$ cat config.mk
export PLATFORM = sky130hd
export DESIGN_NAME = crc32_rx_check_flat
export DESIGN_NICKNAME = d
export VERILOG_FILES = /design/src/rtl/crc32_pkg.sv /design/src/rtl/crc32_rx_check_if.sv /design/src/rtl/crc32_word_step.sv /design/src/rtl/crc32_rx_check.sv /design/src/flat_wrapper.sv
export SDC_FILE = /design/constraint.sdc
export NUM_CORES = 1
export LEC_CHECK = 0
export ABC_AREA = 1
export BUFFER_PORTS_ARGS = -buffer_cell sky130_fd_sc_hd__buf_4
export CAP_MARGIN = 15
export CORE_ASPECT_RATIO = 2
export CORE_MARGIN = 3
export CORE_UTILIZATION = 37
export CTS_BUF_LIST = sky130_fd_sc_hd__clkbuf_8 sky130_fd_sc_hd__clkbuf_16
export CTS_CLUSTER_SIZE = 10
export DETAILED_ROUTE_END_ITERATION = 6
export GPL_TIMING_DRIVEN = 0
export MAX_ROUTING_LAYER = met4
export PLACE_DENSITY = 0.63
export REMOVE_ABC_BUFFERS = 1
export SETUP_SLACK_MARGIN = 0.1
export SLEW_MARGIN = 20
export SYNTH_ARGS = -nofsm -noshare
export SYNTH_HDL_FRONTEND = slang
export SYNTH_SLANG_ARGS = --single-unit
$ cat constraint.sdc
create_clock -name clk -period 3 [get_ports clk]
set_input_delay 0.9 -clock clk [delete_from_list [all_inputs] [get_ports clk]]
set_output_delay 0.9 -clock clk [all_outputs]
set_load 0.01 [all_outputs]
$ cat src/rtl/crc32_pkg.sv
// CRC32 helpers shared by the receive checker, the generator and the bench.
// Reflected polynomial, one byte per step, word bytes taken MSB first.
package crc32_pkg;

    localparam logic [31:0] CRC32_INIT = 32'hFFFFFFFF;
    localparam logic [31:0] CRC32_POLY = 32'hEDB88320;

    typedef enum logic {
        IDLE,
        FRAME
    } crc_state_e;

    function automatic logic [31:0] crc32_byte_f(
        input logic [31:0] crc,
        input logic [7:0]  b
    );
        logic [31:0] c;
        c = crc ^ {24'h0, b};
        for (int i = 0; i < 8; i++) begin
            c = c[0] ? ((c >> 1) ^ CRC32_POLY) : (c >> 1);
        end
        return c;
    endfunction

    function automatic logic [31:0] crc32_word_f(
        input logic [31:0] crc,
        input logic [31:0] d
    );
        logic [31:0] c;
        c = crc32_byte_f(crc, d[31:24]);
        c = crc32_byte_f(c, d[23:16]);
        c = crc32_byte_f(c, d[15:8]);
        c = crc32_byte_f(c, d[7:0]);
        return c;
    endfunction

endpackage

$ cat src/rtl/crc32_rx_check_if.sv
// Word stream into the CRC32 checker and its verdict/counter outputs.
// master drives the word stream, slave is the checker.
interface crc32_rx_check_if #(
    parameter int MAX_WORDS = 256,
    parameter int CNT_W     = 16
);
    localparam int WC_W = $clog2(MAX_WORDS) + 1;

    logic            in_valid;
    logic            in_sop;
    logic            in_eop;
    logic [31:0]     in_data;
    logic            out_done;
    logic            out_ok;
    logic [31:0]     out_crc;
    logic [WC_W-1:0] out_words;
    logic            err_abort;
    logic            err_len;
    logic [CNT_W-1:0] frame_cnt;
    logic [CNT_W-1:0] err_cnt;

    modport master (
        output in_valid, in_sop, in_eop, in_data,
        input  out_done, out_ok, out_crc, out_words,
        input  err_abort, err_len, frame_cnt, err_cnt
    );

    modport slave (
        input  in_valid, in_sop, in_eop, in_data,
        output out_done, out_ok, out_crc, out_words,
        output err_abort, err_len, frame_cnt, err_cnt
    );

endinterface

$ cat src/rtl/crc32_word_step.sv
// One 32-bit CRC32 step: four chained byte updates, MSB byte first.
module crc32_word_step
    import crc32_pkg::*;
(
    input  logic [31:0] crc_i,
    input  logic [31:0] data_i,
    output logic [31:0] crc_o
);

    assign crc_o = crc32_word_f(crc_i, data_i);

endmodule

$ cat src/rtl/crc32_rx_check.sv
// Receive-side CRC32 checker: accumulates payload CRC, compares the FCS
// word, registers a per-frame verdict and keeps saturating counters.
module crc32_rx_check
    import crc32_pkg::*;
#(
    parameter int MAX_WORDS  = 256,
    parameter bit FCS_INVERT = 1'b0,
    parameter int CNT_W      = 16
) (
    input logic             clk,
    input logic             rst_n,
    crc32_rx_check_if.slave bus
);

    localparam int WC_W = $clog2(MAX_WORDS) + 1;
    localparam logic [WC_W-1:0] WMAX = WC_W'(MAX_WORDS);
    localparam logic [WC_W-1:0] WONE = WC_W'(1);

    crc_state_e       state_q, state_d;
    logic [31:0]      crc_q, crc_d;
    logic [WC_W-1:0]  cnt_q, cnt_d;
    logic             done_q, done_d;
    logic             ok_q, ok_d;
    logic [31:0]      ocrc_q, ocrc_d;
    logic [WC_W-1:0]  owords_q, owords_d;
    logic             abort_q, abort_d;
    logic             len_q, len_d;
    logic [CNT_W-1:0] fcnt_q, fcnt_d;
    logic [CNT_W-1:0] ecnt_q, ecnt_d;

    logic [31:0]      step_in;
    logic [31:0]      step_out;
    logic [31:0]      exp_fcs;
    logic             ovl;
    logic [1:0]       err_inc;
    logic [CNT_W:0]   err_sum;

    // A sop word always restarts the accumulator, even mid-frame.
    assign step_in = bus.in_sop ? CRC32_INIT : crc_q;

    crc32_word_step u_step (
        .crc_i  (step_in),
        .data_i (bus.in_data),
        .crc_o  (step_out)
    );

    always_comb begin
        state_d  = state_q;
        crc_d    = crc_q;
        cnt_d    = cnt_q;
        done_d   = 1'b0;
        ok_d     = ok_q;
        ocrc_d   = ocrc_q;
        owords_d = owords_q;
        abort_d  = 1'b0;
        len_d    = 1'b0;
        exp_fcs  = '0;
        ovl      = 1'b0;
        if (bus.in_valid) begin
            if (bus.in_sop) begin
                abort_d = (state_q == FRAME);
                if (bus.in_eop) begin
                    exp_fcs  = FCS_INVERT ? ~CRC32_INIT : CRC32_INIT;
                    done_d   = 1'b1;
                    ok_d     = (bus.in_data == exp_fcs);
                    ocrc_d   = CRC32_INIT;
                    owords_d = '0;
                    state_d  = IDLE;
                    crc_d    = CRC32_INIT;
                    cnt_d    = '0;
                end else begin
                    state_d = FRAME;
                    crc_d   = step_out;
                    cnt_d   = WONE;
                end
            end else if (state_q == FRAME) begin
                if (bus.in_eop) begin
                    exp_fcs  = FCS_INVERT ? ~crc_q : crc_q;
                    ovl      = (cnt_q >= WMAX);
                    done_d   = 1'b1;
                    ok_d     = (bus.in_data == exp_fcs) && !ovl;
                    ocrc_d   = crc_q;
                    owords_d = cnt_q;
                    len_d    = ovl;
                    state_d  = IDLE;
                    crc_d    = CRC32_INIT;
                    cnt_d    = '0;
                end else begin
                    crc_d = step_out;
                    if (cnt_q != WMAX) cnt_d = cnt_q + WONE;
                end
            end
        end
    end

    // Abort and failed verdict can coincide on a mid-frame sop&eop word.
    always_comb begin
        fcnt_d = fcnt_q;
        if (done_d && (fcnt_q != '1)) fcnt_d = fcnt_q + 1'b1;
        err_inc = {1'b0, done_d & ~ok_d} + {1'b0, abort_d};
        err_sum = {1'b0, ecnt_q} + (CNT_W + 1)'(err_inc);
        ecnt_d  = err_sum[CNT_W] ? '1 : err_sum[CNT_W-1:0];
    end

    always_ff @(posedge clk or negedge rst_n) begin
        if (!rst_n) begin
            state_q  <= IDLE;
            crc_q    <= CRC32_INIT;
            cnt_q    <= '0;
            done_q   <= 1'b0;
            ok_q     <= 1'b0;
            ocrc_q   <= '0;
            owords_q <= '0;
            abort_q  <= 1'b0;
            len_q    <= 1'b0;
            fcnt_q   <= '0;
            ecnt_q   <= '0;
        end else begin
            state_q  <= state_d;
            crc_q    <= crc_d;
            cnt_q    <= cnt_d;
            done_q   <= done_d;
            ok_q     <= ok_d;
            ocrc_q   <= ocrc_d;
            owords_q <= owords_d;
            abort_q  <= abort_d;
            len_q    <= len_d;
            fcnt_q   <= fcnt_d;
            ecnt_q   <= ecnt_d;
        end
    end

    assign bus.out_done  = done_q;
    assign bus.out_ok    = ok_q;
    assign bus.out_crc   = ocrc_q;
    assign bus.out_words = owords_q;
    assign bus.err_abort = abort_q;
    assign bus.err_len   = len_q;
    assign bus.frame_cnt = fcnt_q;
    assign bus.err_cnt   = ecnt_q;

endmodule

$ cat src/flat_wrapper.sv
// flat-port wrapper written by rule: the top's interface ports become plain ports
module crc32_rx_check_flat import crc32_pkg::*;
#(
    parameter int MAX_WORDS  = 256,
    parameter bit FCS_INVERT = 1'b0,
    parameter int CNT_W      = 16
)
  (clk, rst_n, bus_in_valid, bus_in_sop, bus_in_eop, bus_in_data, bus_out_done, bus_out_ok, bus_out_crc, bus_out_words, bus_err_abort, bus_err_len, bus_frame_cnt, bus_err_cnt);
  crc32_rx_check_if #(.MAX_WORDS(MAX_WORDS), .CNT_W(CNT_W)) bus_i ();
  input logic clk;
  input logic rst_n;
  input wire logic [$bits(bus_i.in_valid)-1:0] bus_in_valid;
  input wire logic [$bits(bus_i.in_sop)-1:0] bus_in_sop;
  input wire logic [$bits(bus_i.in_eop)-1:0] bus_in_eop;
  input wire logic [$bits(bus_i.in_data)-1:0] bus_in_data;
  output wire logic [$bits(bus_i.out_done)-1:0] bus_out_done;
  output wire logic [$bits(bus_i.out_ok)-1:0] bus_out_ok;
  output wire logic [$bits(bus_i.out_crc)-1:0] bus_out_crc;
  output wire logic [$bits(bus_i.out_words)-1:0] bus_out_words;
  output wire logic [$bits(bus_i.err_abort)-1:0] bus_err_abort;
  output wire logic [$bits(bus_i.err_len)-1:0] bus_err_len;
  output wire logic [$bits(bus_i.frame_cnt)-1:0] bus_frame_cnt;
  output wire logic [$bits(bus_i.err_cnt)-1:0] bus_err_cnt;
  assign bus_i.in_valid = bus_in_valid;
  assign bus_i.in_sop = bus_in_sop;
  assign bus_i.in_eop = bus_in_eop;
  assign bus_i.in_data = bus_in_data;
  assign bus_out_done = bus_i.out_done;
  assign bus_out_ok = bus_i.out_ok;
  assign bus_out_crc = bus_i.out_crc;
  assign bus_out_words = bus_i.out_words;
  assign bus_err_abort = bus_i.err_abort;
  assign bus_err_len = bus_i.err_len;
  assign bus_frame_cnt = bus_i.frame_cnt;
  assign bus_err_cnt = bus_i.err_cnt;
  crc32_rx_check #(.MAX_WORDS(MAX_WORDS), .FCS_INVERT(FCS_INVERT), .CNT_W(CNT_W)) u_core (.clk(clk), .rst_n(rst_n), .bus(bus_i));
endmodule
Yosys cells after proc, flatten, opt, wreduce, memory -nomap -nowiden
Index checks and enable logic that the tools add are counted.
Storage, ports and cells
  bits in registers: 119
Operators by class
  add/sub/neg operators: 4
  order comparisons: 1
  equality and inequality tests: 4
  muxes and demuxes: 68
  bitwise operators: 38
  reduce and logical (&&, ||, !) cells: 8
Operators by type and width (count)
  32-bit two-way mux: 40
  13-bit inverter with 14-bit output: 32
  32-bit by 8-bit bitwise XOR with 32-bit output: 4
  9-bit two-way mux: 8
  32-bit == test: 1
  32-bit == test, second input constant: 1
  1-bit two-way mux: 19
  16-bit by 2-bit adder with 17-bit output: 1
  16-bit by 1-bit adder with 16-bit output, second input constant: 1
  16-bit two-way mux: 1
  16-bit inequality test, second input constant: 1
  9-bit by 1-bit adder with 9-bit output, second input constant: 1
  9-bit greater-or-equal comparator, second input constant: 1
  9-bit inequality test, second input constant: 1
  3-bit AND reduction: 2
  3-bit nonzero test: 1
  1-bit by 1-bit adder with 2-bit output: 1
  1-bit logical AND: 2
  2-bit AND reduction: 1
  2-bit nonzero test: 1
  1-bit AND: 1
  1-bit logical NOT: 1
  1-bit inverter: 1

Depth between registers and ports, before layout
Gate-level depths: netlist of the first run.
  depth in word-level cells: 72
  depth in mapped cells: 32
  gate-level depth less buffers: 31

Hierarchy
From an unflattened synthesis of the first run, not the netlist that was laid out.
Second synthesis, totals
  cells, all modules: 1636
  area total of the unflattened synthesis: 10946.7 um^2
By module, submodules not included
  crc32_rx_check: instances 1, cells each 706, area an instance 5789.3 um^2, seq. area each 3017.9 um^2
  crc32_word_step: instances 1, cells each 930, area an instance 5157.4 um^2, seq. area each 0.0 um^2

Least setup slack after synthesis of the first run
Ideal clock, no wire load.
  kind: in2reg
  start: input port bus_in_sop
  end: register u_core.ecnt_q[10] (netlist: u_core.bus.err_cnt[10])
  arrival time: 4343 ps
  required time: 2930 ps
  slack: -1413 ps
  stages: 22
  buffers on the path: 7
  cells stage by stage: buf_6 > buf_8 > buf_6 > buf_2 > nand2_1 > nand2_1 > clkinv_1 > nor2_1 > buf_2 > inv_1 > clkbuf_1 > buf_1 > a31oi_1 > fa_1 > ha_1 > nand3_1 > nor3b_1 > nand3_1 > nor2_1 > nand2_1 > or2_2 > nand3_1
Between the ends
  elaborated cells on any way between the ends: 11
RTL lines
  start, declared: RTL line flat_wrapper.sv:13  | input wire logic [$bits(bus_i.in_sop)-1:0] bus_in_sop;
  1-bit two-way mux: RTL line crc32_rx_check.sv:60  | if (bus.in_sop) begin
  1-bit two-way mux: RTL line crc32_rx_check.sv:59  | if (bus.in_valid) begin
  net u_core.done_d: RTL line crc32_rx_check.sv:22  | logic done_q, done_d;
  1-bit AND: RTL line crc32_rx_check.sv:100  | err_inc = {1'b0, done_d & ~ok_d} + {1'b0, abort_d};
  1-bit by 1-bit adder with 2-bit output: RTL line crc32_rx_check.sv:100
  16-bit by 2-bit adder with 17-bit output: RTL line crc32_rx_check.sv:101  | err_sum = {1'b0, ecnt_q} + (CNT_W + 1)'(err_inc);
  16-bit two-way mux: RTL line crc32_rx_check.sv:102  | ecnt_d = err_sum[CNT_W] ? '1 : err_sum[CNT_W-1:0];
  net u_core.ecnt_d[10]: RTL line crc32_rx_check.sv:29  | logic [CNT_W-1:0] ecnt_q, ecnt_d;
  end signal, assigned: RTL line crc32_rx_check.sv:129  | ecnt_q <= ecnt_d;
  end, declared: RTL line crc32_rx_check.sv:29
The timed path passes the listed nets, and every way through them passes these cells.
A chain may end at the register's enable or synchronous reset.

Final worst setup path of the first run
  start: input port bus_in_sop
  end: register u_core.crc_q[20]
Between the ends
  cells in the longest elaborated chain, start to end: 53
  elaborated cells on any way between the ends: 71
Ends and longest elaborated chain
  32-bit two-way mux: RTL line crc32_rx_check.sv:39  | assign step_in = bus.in_sop ? CRC32_INIT : crc_q;
  32-bit by 8-bit bitwise XOR with 32-bit output: RTL line crc32_pkg.sv:18  | c = crc ^ {24'h0, b};
  13-bit inverter with 14-bit output (no source line)
  32-bit two-way mux: RTL line crc32_pkg.sv:20  | c = c[0] ? ((c >> 1) ^ CRC32_POLY) : (c >> 1);
  32-bit two-way mux or 13-bit inverter with 14-bit output (tied branches) (3 in series)
  13-bit inverter with 14-bit output (no source line) or 32-bit two-way mux (tied branches)
  32-bit two-way mux or 13-bit inverter with 14-bit output (tied branches) (4 in series)
  32-bit by 8-bit bitwise XOR with 32-bit output, or another cell as far along: RTL line crc32_pkg.sv:18
  [31 not listed]
  32-bit two-way mux (2 in series): RTL line crc32_pkg.sv:20
  13-bit inverter with 14-bit output (no source line) or 32-bit two-way mux (tied branches)
  32-bit two-way mux: RTL line crc32_pkg.sv:20
  13-bit inverter with 14-bit output (no source line) or 32-bit two-way mux (tied branches)
  32-bit two-way mux: RTL line crc32_pkg.sv:20
  32-bit two-way mux: RTL line crc32_rx_check.sv:62, crc32_rx_check.sv:77
  32-bit two-way mux: RTL line crc32_rx_check.sv:76  | end else if (state_q == FRAME) begin
  32-bit two-way mux: RTL line crc32_rx_check.sv:60
  end signal, assigned: RTL line crc32_rx_check.sv:120  | crc_q <= crc_d;
  end, declared: RTL line crc32_rx_check.sv:20  | logic [31:0] crc_q, crc_d;
Several ways; a longest one is shown, not always the timed one. The select of a mux whose other input is x is not followed.

==> results of run 1 <==
==> sequential cells by signal (all words and copies together), names as in the netlist <==
name                  count
u_core.state_q            1
u_core.bus.out_crc       32
u_core.bus.out_done       1
u_core.bus.err_len        1
u_core.crc_q             32
u_core.cnt_q              9
u_core.bus.err_abort      1
u_core.bus.out_words      9
u_core.bus.out_ok         1
u_core.bus.frame_cnt     16
u_core.bus.err_cnt       16
==> worst register-to-register path, delay by kind of cell (launching register included) <==
family / cells / cell delay [ps]
buffers and inverters: 6 / 780
AND/OR/NAND/NOR: 20 / 1950
AO/OA/AOI/OAI: 2 / 190
flip-flops: 1 / 600
==> final cells by class <==
cell class,instances,area (um2),share of cell area
clock buffer,19,452.9,0.02616
tap,356,445.4,0.02573
multi-input combinational,1318,9853,0.5691
sequential,119,3018,0.1743
timing repair inverter,1,8.758,0.0005059
clock inverter,13,143.9,0.008310
inverter,177,797.0,0.04603
timing repair buffer,298,2595,0.1499
==> synth_stat cells (all sizes together), types with 2 or more instances <==
master    n  area (um2)
nor3b     5       37.54
dfrtp    87        2177
nand3b    4       30.03
a21o      2       15.01
clkbuf   10       37.54
nor4      7       43.79
nand2   743        3193
dfstp    32       840.8
o22ai     8       50.05
xnor2    39       349.1
o31ai     8       60.06
a21oi    12       63.81
o21ai    50       250.2
xor2    115        1049
ha        4       50.05
or2      13       81.33
nand4    24       150.1
nor3     14       70.07
buf      15       115.1
a31oi     5       31.28
o211ai    2       15.01
inv     174       655.6
nor2     76       342.8
nand3   177       913.4
clkinv    3       11.26
==> how the worst min path moves through the flow <==
stage | startpoint | end | depth (start not counted)
2_1_floorplan | u_core.crc_q[24]$_DFFE_PN1P_ | u_core.crc_q[24]$_DFFE_PN1P_ | 2
3_3_place_gp | u_core.bus.out_crc[27]$_DFFE_PN0P_ | u_core.bus.out_crc[27]$_DFFE_PN0P_ | 2
3_5_place_dp | u_core.bus.out_crc[27]$_DFFE_PN0P_ | u_core.bus.out_crc[27]$_DFFE_PN0P_ | 2
4_1_cts | u_core.bus.out_crc[27]$_DFFE_PN0P_ | u_core.bus.out_crc[27]$_DFFE_PN0P_ | 2
5_1_grt | u_core.bus.out_words[8]$_DFFE_PN0P_ | u_core.bus.out_words[8]$_DFFE_PN0P_ | 2
6_report | u_core.bus.out_crc[27]$_DFFE_PN0P_ | u_core.bus.out_crc[27]$_DFFE_PN0P_ | 2
==> per-stage QoR <==
step | worst slack, ps | utilization | std cells | cell area, um2 | hold WS, ps
after CTS | -460.7 | 0.5454 | 2247 | 15440 | 483.6
after floorplan | -2274 | - | 1611 | 10550 | 462.3
final | -572.7 | 0.6118 | 2301 | 17310 | 481.7
after global routing | -700.2 | 0.6118 | 2301 | 17310 | 499.8
after global placement | -5072 | 0.4185 | 2080 | 11850 | 461.8
after detailed placement | -3919 | 0.4205 | 2082 | 11900 | 468.9
==> layer usage <==
metal	routed length (um)	part of all wire	vias to the layer above
met3	2850	0.056	308
met1	15850	0.31	6097
met4	5884	0.12	0
li1	-	-	5735
met2	26070	0.51	647
met5	0	0	-
==> kinds of logic (layout without fill, tap and decap cells) <==
kind of cell	Yosys count	after routing	share of synthesized area
adders and majority gates	5	5	0.006546
xor gates and xnor gates	154	154	0.1306
AOI/OAI and AO/OA	91	91	0.04886
and+or+nand+nor	1065	1068	0.4555
buffers and inverters	202	508	0.07656
DFF	119	119	0.2819
==> timing repair <==
item | in CTS | in global routing
pin swaps | 160 | 206
setup buffers | 127 | 54
gates cloned | 6 | 1
endpoints found under the hold margin | 0 | 0
gates resized for setup | 423 | 333
endpoints found under the setup margin | 118 | 49
==> results by group, run 1 <==
Setup path
  • Crit path max-delay family: simple AND/OR/NAND/NOR gates
  • CP max stage delay: between 150 and 200 ps
  • Worst r2r dst: u_core.crc_q[20]$_DFFE_PN1P_
  • Crit path from: bus_in_sop
  • CP Data Required Time: between 3000 and 4000 ps
  • Worst reg2reg path depth: 28
  • CP dominant cell by count: nand2_1
  • Endpoint type of the worst setup path: register
  • WP buf/inv: 7
  • Stages on worst setup path: 29
  • Critical R2R Launch: u_core.crc_q[0]$_DFFE_PN1P_
  • Critical path type: primary input to register
  • Worst Setup EP: u_core.crc_q[20]$_DFFE_PN1P_
  • R2R Setup Slk: -560 ps
  • Slowest CP cell: nand3_4
  • CP startpoint kind: primary input
  • Worst Path Arrival: 3930 ps
  • Crit path max fanout: 8

Final layout
  • Filler Cells Inserted: between 2000 and 2500
  • Most frequent cells in the layout: 403 x nand2_1, 251 x buf_4, 180 x nand2_2
  • Ratio of cells with drive above 1 in the final layout: 0.5003
  • P&R area growth vs syn: 61.75%
  • Antenna diodes: 0
  • Nets: just under 2000
  • Commonest non-fill, non-tap cell in the layout: nand2_1

Synth
  • Yosys warnings: 0
  • Number of synthesized flops with an enable pin: 0
  • Netlist cell types: 51
  • Syn_area_per_cell: approximately 6.5 um2
  • Synthesized cell area: between 0.01 and 0.015 mm2
  • Synth Flop Type: dfrtp_1
  • Cell count after synthesis: approximately 1600
  • Register area share after synthesis: 0.2819
  • Ys async rst share: 1.000
  • Flops & latches, synth: between 100 and 150

STA
  • Max Slew Vio Count: 0
  • Final Hold Vio Count: 0
  • Final Skew: around 13 ps
  • Slew @ Worst Pin: 1304 ps
  • Setup WS post-layout: -572.7 ps
  • Final Setup Violations: 48
  • Fmax: approximately 280 MHz
  • Slew HR: 0.1239
  • RSZ-0062 raised after global routing: true
  • Min Tclk post-route: around 3600 ps
  • Setup_tns: -19160 ps
  • Crit share post-route: 1.191

Placement
  • Routability cong.: 1.097
  • I/O Buffers: ~110
  • Dpl hpwl: 33.09 mm

Drt
  • DRC errors left: 0
  • Final ANT Viol Nets: 0
  • Initial DRC Count: ~1000
  • Routed vias: roughly 13000
  • Avg Vias per Cell: between 5 and 6
  • Drt total wl: ~51 mm
  • Router iterations before antenna repair: 5
  • Avg WL per Cell: ~22 um

Clock network
  • CTS Sinks: 119
  • Clock root cell: clkbuf_16
  • CTS Buffer Depth: 2
  • H-tree levels: 4
  • CTS tree: done
  • Cts bufs inserted: 17
  • Clk slew on worst S/H paths: roughly 60 ps
  • Clock Latency Late Sink: 420 ps
  • Hold-fix buffers, CTS: 0

Global routing
  • GRT Max-Usage Layer: met2
  • Global-route wire length before repair: 69.80 mm
  • Met2 GRT Util: 0.5311
  • Met1 GRT Util: 0.2817
  • Initial antenna violation count: 0
  • Grt ovf: 0
  • Largest net degree at the start of global routing: between 60 and 70
  • Met3 Use GR: 0.04578
  • Vias in the first global route: 12270
  • Total track usage: 0.3038

Flow run
  • Max-Cap Viols: 0

Status
  • Status: finished, violations left
  • Violated checks: negative setup slack

Min path
  • HP Class: register to register

Floorplanning
  • Die area: approximately 0.031 mm2
  • Starting Density: 0.3782
  • Die Ht: ~250 um
  • Row count: slightly below 90
  • Boundary Pins: approximately 110
  • Core area: around 0.028 mm2
  • Die width: around 130 um
Power of run 1 is left out: the tool's default activity adds up to more than one toggle a clock period on the data nets, which glitch-free logic cannot reach.
==> run 2, diff against run 1 <==
- CORE_MARGIN: 3 -> not set
==> run 2 against run 1 <==
The flow still finishes with violations (negative setup slack). Count of clock-buffer cells in the layout down 1. Via count down 1.2%. Hold slack worse by 44 ps. Non-clock buffer count up 19. Global-route usage up 4.5 points. Maximum frequency up 0.40%. Critical path depth down 7. Flip-flop and latch count unchanged. Clock skew up 9.4 ps. Worst setup slack better by 14 ps. Cell area up 3.2%. Critical path type unchanged.
==> results by group, run 2 (synthesis results as in run 1) <==
Status
  • Status: finished, violations left
  • Violated checks: negative setup slack

Final layout
  • P&R area growth vs syn: 66.94%
  • Commonest non-fill, non-tap cell in the layout: nand2_1
  • Ratio of cells with drive above 1 in the final layout: 0.5023 (+0.002031)
  • Most frequent cells in the layout: 400 x nand2_1, 274 x buf_4, 154 x nand2_2
  • Nets: 1996 (+1.1%)
  • Fin cells: 2323 (+0.96%)
  • Antenna diodes: 0 (unchanged)

Setup path
  • CP max stage delay: 510 ps (+340 ps)
  • Critical path type: primary input to register
  • CP dominant cell by count: nand2_1
  • CP cell instances: bufbuf_16 -> nor2_2 -> xor2_2 -> nand3_2 -> nand2_1 -> nand2_1 -> nand2_4 -> nand2_2 -> nand2_8 -> nand2_2 -> nand2_2 -> inv_2 -> nand2_4 -> nand2_8 -> buf_4 -> xnor2_2 -> inv_1 -> nand2_1 -> nand2_1 -> nand2_1 -> nand3_2 -> nand3_2
  • R2R Setup Slk: -400 ps (+160 ps)
  • Worst reg2reg path depth: 25 (-11%)
  • WP buf/inv: 4 (-3)
  • CP startpoint kind: primary input
  • Endpoint type of the worst setup path: register
  • Crit path max-delay family: simple AND/OR/NAND/NOR gates
  • Slowest CP cell: nor2_2
  • CP Data Required Time: 3370 ps (about the same)
  • Worst Path Arrival: 3930 ps (about the same)
  • Worst r2r dst: u_core.crc_q[23]$_DFFE_PN1P_
  • Crit path max fanout: 24 (+16)
  • Critical R2R Launch: u_core.crc_q[0]$_DFFE_PN1P_

Clock network
  • Hold-fix buffers, CTS: 0 (unchanged)
  • Clock Latency Late Sink: 440 ps (+20 ps)
  • Cts bufs inserted: 17 (unchanged)
  • Clock root cell: clkbuf_16
  • CTS tree: done
  • Clk slew on worst S/H paths: 60 ps (about the same)
  • CTS Sinks: 119 (unchanged)
  • H-tree levels: 4 (unchanged)
  • CTS Buffer Depth: 2 (unchanged)

Placement
  • I/O Buffers: 113 (unchanged)
  • Routability cong.: 0.9656 (-12%)
  • Dpl hpwl: 35.19 mm (+6.4%)
  • Placed Cells: 2082 (unchanged)

Drt
  • Avg WL per Cell: 22.02 um (about the same)
  • Routed vias: 12630 (-1.2%)
  • Drt total wl: 51.14 mm (+0.96%)
  • Final ANT Viol Nets: 0 (unchanged)
  • DRC errors left: 0 (unchanged)
  • Avg Vias per Cell: 5.437 (-2.2%)
  • Router iterations before antenna repair: 5 (unchanged)
  • Initial DRC Count: 763 (-24%)

Global routing
  • Total track usage: 0.3487 (+0.04485)
  • Grt ovf: 0 (unchanged)
  • Global-route wire length before repair: 72.90 mm (+4.4%)
  • Vias in the first global route: 12680 (+3.4%)
  • Initial antenna violation count: 0 (unchanged)
  • Largest net degree at the start of global routing: 70 (+1.4%)

STA
  • Fmax: 281.0 MHz (+0.40%)
  • Final Skew: 22.57 ps (+9.401 ps)
  • Final Setup Violations: 48 (unchanged)
  • RSZ-0062 raised after global routing: true
  • Crit share post-route: 1.186 (-0.004793)
  • Min Tclk post-route: 3558 ps (-14.38 ps)
  • Max Slew Vio Count: 0 (unchanged)
  • Setup WS post-layout: -558.3 ps (+14.38 ps)
  • Slew @ Worst Pin: 1115 ps (-189.5 ps)
  • Final Hold Vio Count: 0 (unchanged)
  • Slew HR: 0.2512 (+0.1273)

Floorplanning
  • Row count: 87 (unchanged)
  • Core area: 0.02830 mm2 (unchanged)
  • Die width: 122.3 um (-3.2%)
  • Die Ht: 242.5 um (-1.6%)
  • Starting Density: 0.3782 (unchanged)
  • Die area: 0.02966 mm2 (-4.7%)
  • Boundary Pins: 114 (unchanged)

Min path
  • HP Class: primary input to asynchronous set/reset pin

Flow run
  • Max-Cap Viols: 0 (unchanged)
[run 2: layer usage]
metal	wire length, um	track usage	part of all wire
met5	0	-	0
met4	6218	0.3511	0.12
met3	2488	0.04826	0.049
met2	26460	0.5910	0.52
met1	15970	0.3195	0.31
[run 2: how the worst max path moves through the flow]
stage                     slack (ps)  cells after the start                               end             from
final                           -560                     22      u_core.crc_q[23]$_DFFE_PN1P_       bus_in_sop
after global placement         -5190                     16  u_core.bus.err_cnt[10]$_DFF_PN0_       bus_in_sop
after CTS                       -350                     19  u_core.bus.err_cnt[14]$_DFF_PN0_  bus_in_data[25]
after detailed placement       -3950                     17  u_core.bus.err_cnt[10]$_DFF_PN0_       bus_in_sop
after global routing            -700                     22      u_core.crc_q[23]$_DFFE_PN1P_       bus_in_sop
after floorplan                -2270                     15  u_core.bus.err_cnt[10]$_DFF_PN0_     bus_in_valid
[run 2: through the flow]
stage / setup TNS [ps] / util / hold slack [ps] / setup WS, ps / instance area [um2]
after floorplan: -77590 / - / 462.3 / -2274 / 10550
after global placement: -336690 / 0.4185 / 468.8 / -5186 / 11850
after detailed placement: -262470 / 0.4208 / 474.1 / -3949 / 11910
after CTS: -12110 / 0.5689 / 447.0 / -353.8 / 16100
after global routing: -23240 / 0.6314 / 461.0 / -703.3 / 17870
final: -17540 / 0.6314 / 437.2 / -558.3 / 17870
[run 2: area by class of cell]
cell class                 instances  area (um2)
sequential                       119        3018
tap                              356       445.4
clock buffer                      18       439.2
timing repair inverter             1       16.27
inverter                         177       783.3
multi-input combinational       1321       10160
clock inverter                    14       193.9
fill                            2441       10430
timing repair buffer             317        2814
[run 2: timing repair]
action / CTS / global route
setup buffers: 140 / 56
setup endpoints to repair: 118 / 49
resized for setup: 530 / 258
cloned: 11 / 2
pin swaps: 164 / 132
Power of run 2 is left out for the same reason.
==> run 3, diff against run 2 <==
- SETUP_SLACK_MARGIN: 0.1 -> not set
==> run 3 against run 2 <==
The run ends with design-rule violations, negative setup slack left. Worst setup slack gained 140 ps. Hold slack worse by 3.0 ps. Critical endpoint unchanged. Clock skew increased by 1.9 ps. Critical path type unchanged. Die area stayed put. Global-route usage unchanged. Non-clock buffer count shrank 2.
==> results by group, run 3 (synthesis results as in run 1) <==
STA
  • Final Hold Vio Count: 0 (unchanged)
  • Final Setup Violations: 48 (unchanged)
  • Crit share post-route: 1.140 (-0.04641)
  • RSZ-0062 raised after global routing: true
  • Final Skew: 24.51 ps (+1.946 ps)
  • Slew HR: 0.1300 (-0.1211)
  • Slew @ Worst Pin: 1295 ps (+180.3 ps)
  • Hold Slack: 434.2 ps (-3.049 ps)
  • Fmax: 292.5 MHz (+4.1%)
  • Setup WS post-layout: -419.1 ps (+139.2 ps)
  • Min Tclk post-route: 3419 ps (-139.2 ps)
  • Max Slew Vio Count: 0 (unchanged)

Floorplanning
  • Core area: 0.02830 mm2 (unchanged)
  • Starting Density: 0.3782 (unchanged)
  • Boundary Pins: 114 (unchanged)
  • Die area: 0.02966 mm2 (unchanged)
  • Die width: 122.3 um (unchanged)
  • Die Ht: 242.5 um (unchanged)
  • Row count: 87 (unchanged)

Drt
  • Drt total wl: 50.96 mm (-0.36%)
  • Routed length on met3: 2.239 mm (-10%)
  • Met2 wire length: 26.54 mm (+0.29%)
  • Initial DRC Count: 682 (-11%)
  • Avg WL per Cell: 21.96 um (-0.27%)
  • Avg Vias per Cell: 5.414 (-0.42%)
  • Highest metal used: met4
  • Final ANT Viol Nets: 0 (unchanged)
  • M1 wire length: 16.10 mm (+0.82%)
  • Routed vias: 12570 (-0.51%)
  • DRC errors left: 7 (+7)
  • Router iterations before antenna repair: 7 (+2)

Status
  • Status: finished, violations left
  • Violated checks: design-rule violations, negative setup slack

Setup path
  • Crit path max fanout: 8 (-67%)
  • CP startpoint kind: primary input
  • Worst Path Arrival: 3800 ps (-130 ps)
  • Critical path type: primary input to register
  • CP Data Required Time: 3380 ps (about the same)
  • Endpoint type of the worst setup path: register

Final layout
  • Most frequent cells in the layout: 396 x nand2_1, 271 x buf_4, 159 x nand2_2
  • Antenna diodes: 0 (unchanged)
  • Core Util, Final: 0.6309 (about the same)
  • Commonest non-fill, non-tap cell in the layout: nand2_1
  • Ratio of cells with drive above 1 in the final layout: 0.5038 (+0.001529)
  • Nets: 1994 (-0.10%)
  • P&R area growth vs syn: 66.80% (about the same)

Global routing
  • Grt ovf: 0 (unchanged)
  • Total track usage: 0.3487 (unchanged)
  • Global-route wire length before repair: 72.90 mm (unchanged)
  • Initial antenna violation count: 0 (unchanged)
  • Largest net degree at the start of global routing: 70 (unchanged)
  • Vias in the first global route: 12680 (unchanged)

Clock network
  • CTS Buffer Depth: 2 (unchanged)
  • H-tree levels: 4 (unchanged)
  • Clock root cell: clkbuf_16
  • CTS Sinks: 119 (unchanged)
  • CTS tree: done
  • Cts bufs inserted: 17 (unchanged)
  • Clock Latency Late Sink: 440 ps (about the same)
  • Clk slew on worst S/H paths: 60 ps (about the same)

Placement
  • Dpl hpwl: 35.19 mm (unchanged)
  • I/O Buffers: 113 (unchanged)
  • Routability cong.: 0.9656 (unchanged)

Flow run
  • Max-Cap Viols: 0 (unchanged)

Min path
  • HP Class: primary input to asynchronous set/reset pin
==> run 3: cell types whose count changed in the layout (fill, tap and decap cells not counted), sizes merged <==
cell | previous run | this run
buf | 313 | 311
==> run 3: per-layer routing <==
layer | global-route usage | vias up
li1 | - | 5780
met1 | 0.3195 | 6026
met3 | 0.04826 | 267
met5 | - | -
met4 | 0.3511 | 0
met2 | 0.5910 | 492
==> run 3: through the flow <==
stage / worst slack (ps) / instances / TNS (ps) / instance area (um2)
floorplan: -2274 / 1611 / -77590 / 10550
global placement: -5186 / 2080 / -336690 / 11850
detailed placement: -3949 / 2082 / -262470 / 11910
CTS: -353.8 / 2265 / -12110 / 16100
global route: -519.0 / 2321 / -19240 / 17850
finish: -419.1 / 2321 / -14340 / 17850
==> run 3: final cells by class <==
cell class | instances | area [um2]
clock buffer | 18 | 439.2
sequential | 119 | 3018
clock inverter | 14 | 193.9
inverter | 177 | 783.3
tap | 356 | 445.4
timing repair inverter | 1 | 16.27
multi-input combinational | 1321 | 10150
timing repair buffer | 315 | 2808
fill | 2433 | 10450
==> run 3: worst paths after layout <==
check	start	to	slack, ps	cells after the start
worst max-delay path	bus_in_sop	u_core.crc_q[23]$_DFFE_PN1P_	-420	25
worst min-delay path	rst_n	u_core.bus.err_cnt[8]$_DFF_PN0_	430	1
worst max register to register	u_core.crc_q[0]$_DFFE_PN1P_	u_core.crc_q[23]$_DFFE_PN1P_	-400	24
worst min register to register	u_core.bus.out_words[4]$_DFFE_PN0P_	u_core.bus.out_words[4]$_DFFE_PN0P_	490	2
max in group asynchronous	rst_n	u_core.crc_q[24]$_DFFE_PN1P_	1810	2
min in group clk	u_core.bus.out_words[4]$_DFFE_PN0P_	u_core.bus.out_words[4]$_DFFE_PN0P_	490	2
==> run 3: what timing repair did <==
action,4_1_cts,5_1_grt
hold buffers,0,0
buffers inserted,140,54
setup endpoints to repair,118,48
gates cloned,11,2
pin swaps,162,130
resized for setup,530,263
==> run 3: critical path, stage by stage <==
cell       delay [ps]
buf_16            150
clkinv_16         100
nand2_8           110
nand2_8            80
nand2_8           110
nand2_2            70
nand2_4           150
nand3_4           120
nand2_8           140
nand3_4            80
nand2_4           150
inv_2              70
nand3_2            70
nand2_4           100
buf_12            150
nand2_8            70
nand2_8            70
buf_12            130
xnor2_4           270
nand3_2           130
nand2_4           160
inv_4              60
nand2_2            70
nand3_2           130
nand3_2           100
Power of run 3 is left out for the same reason.
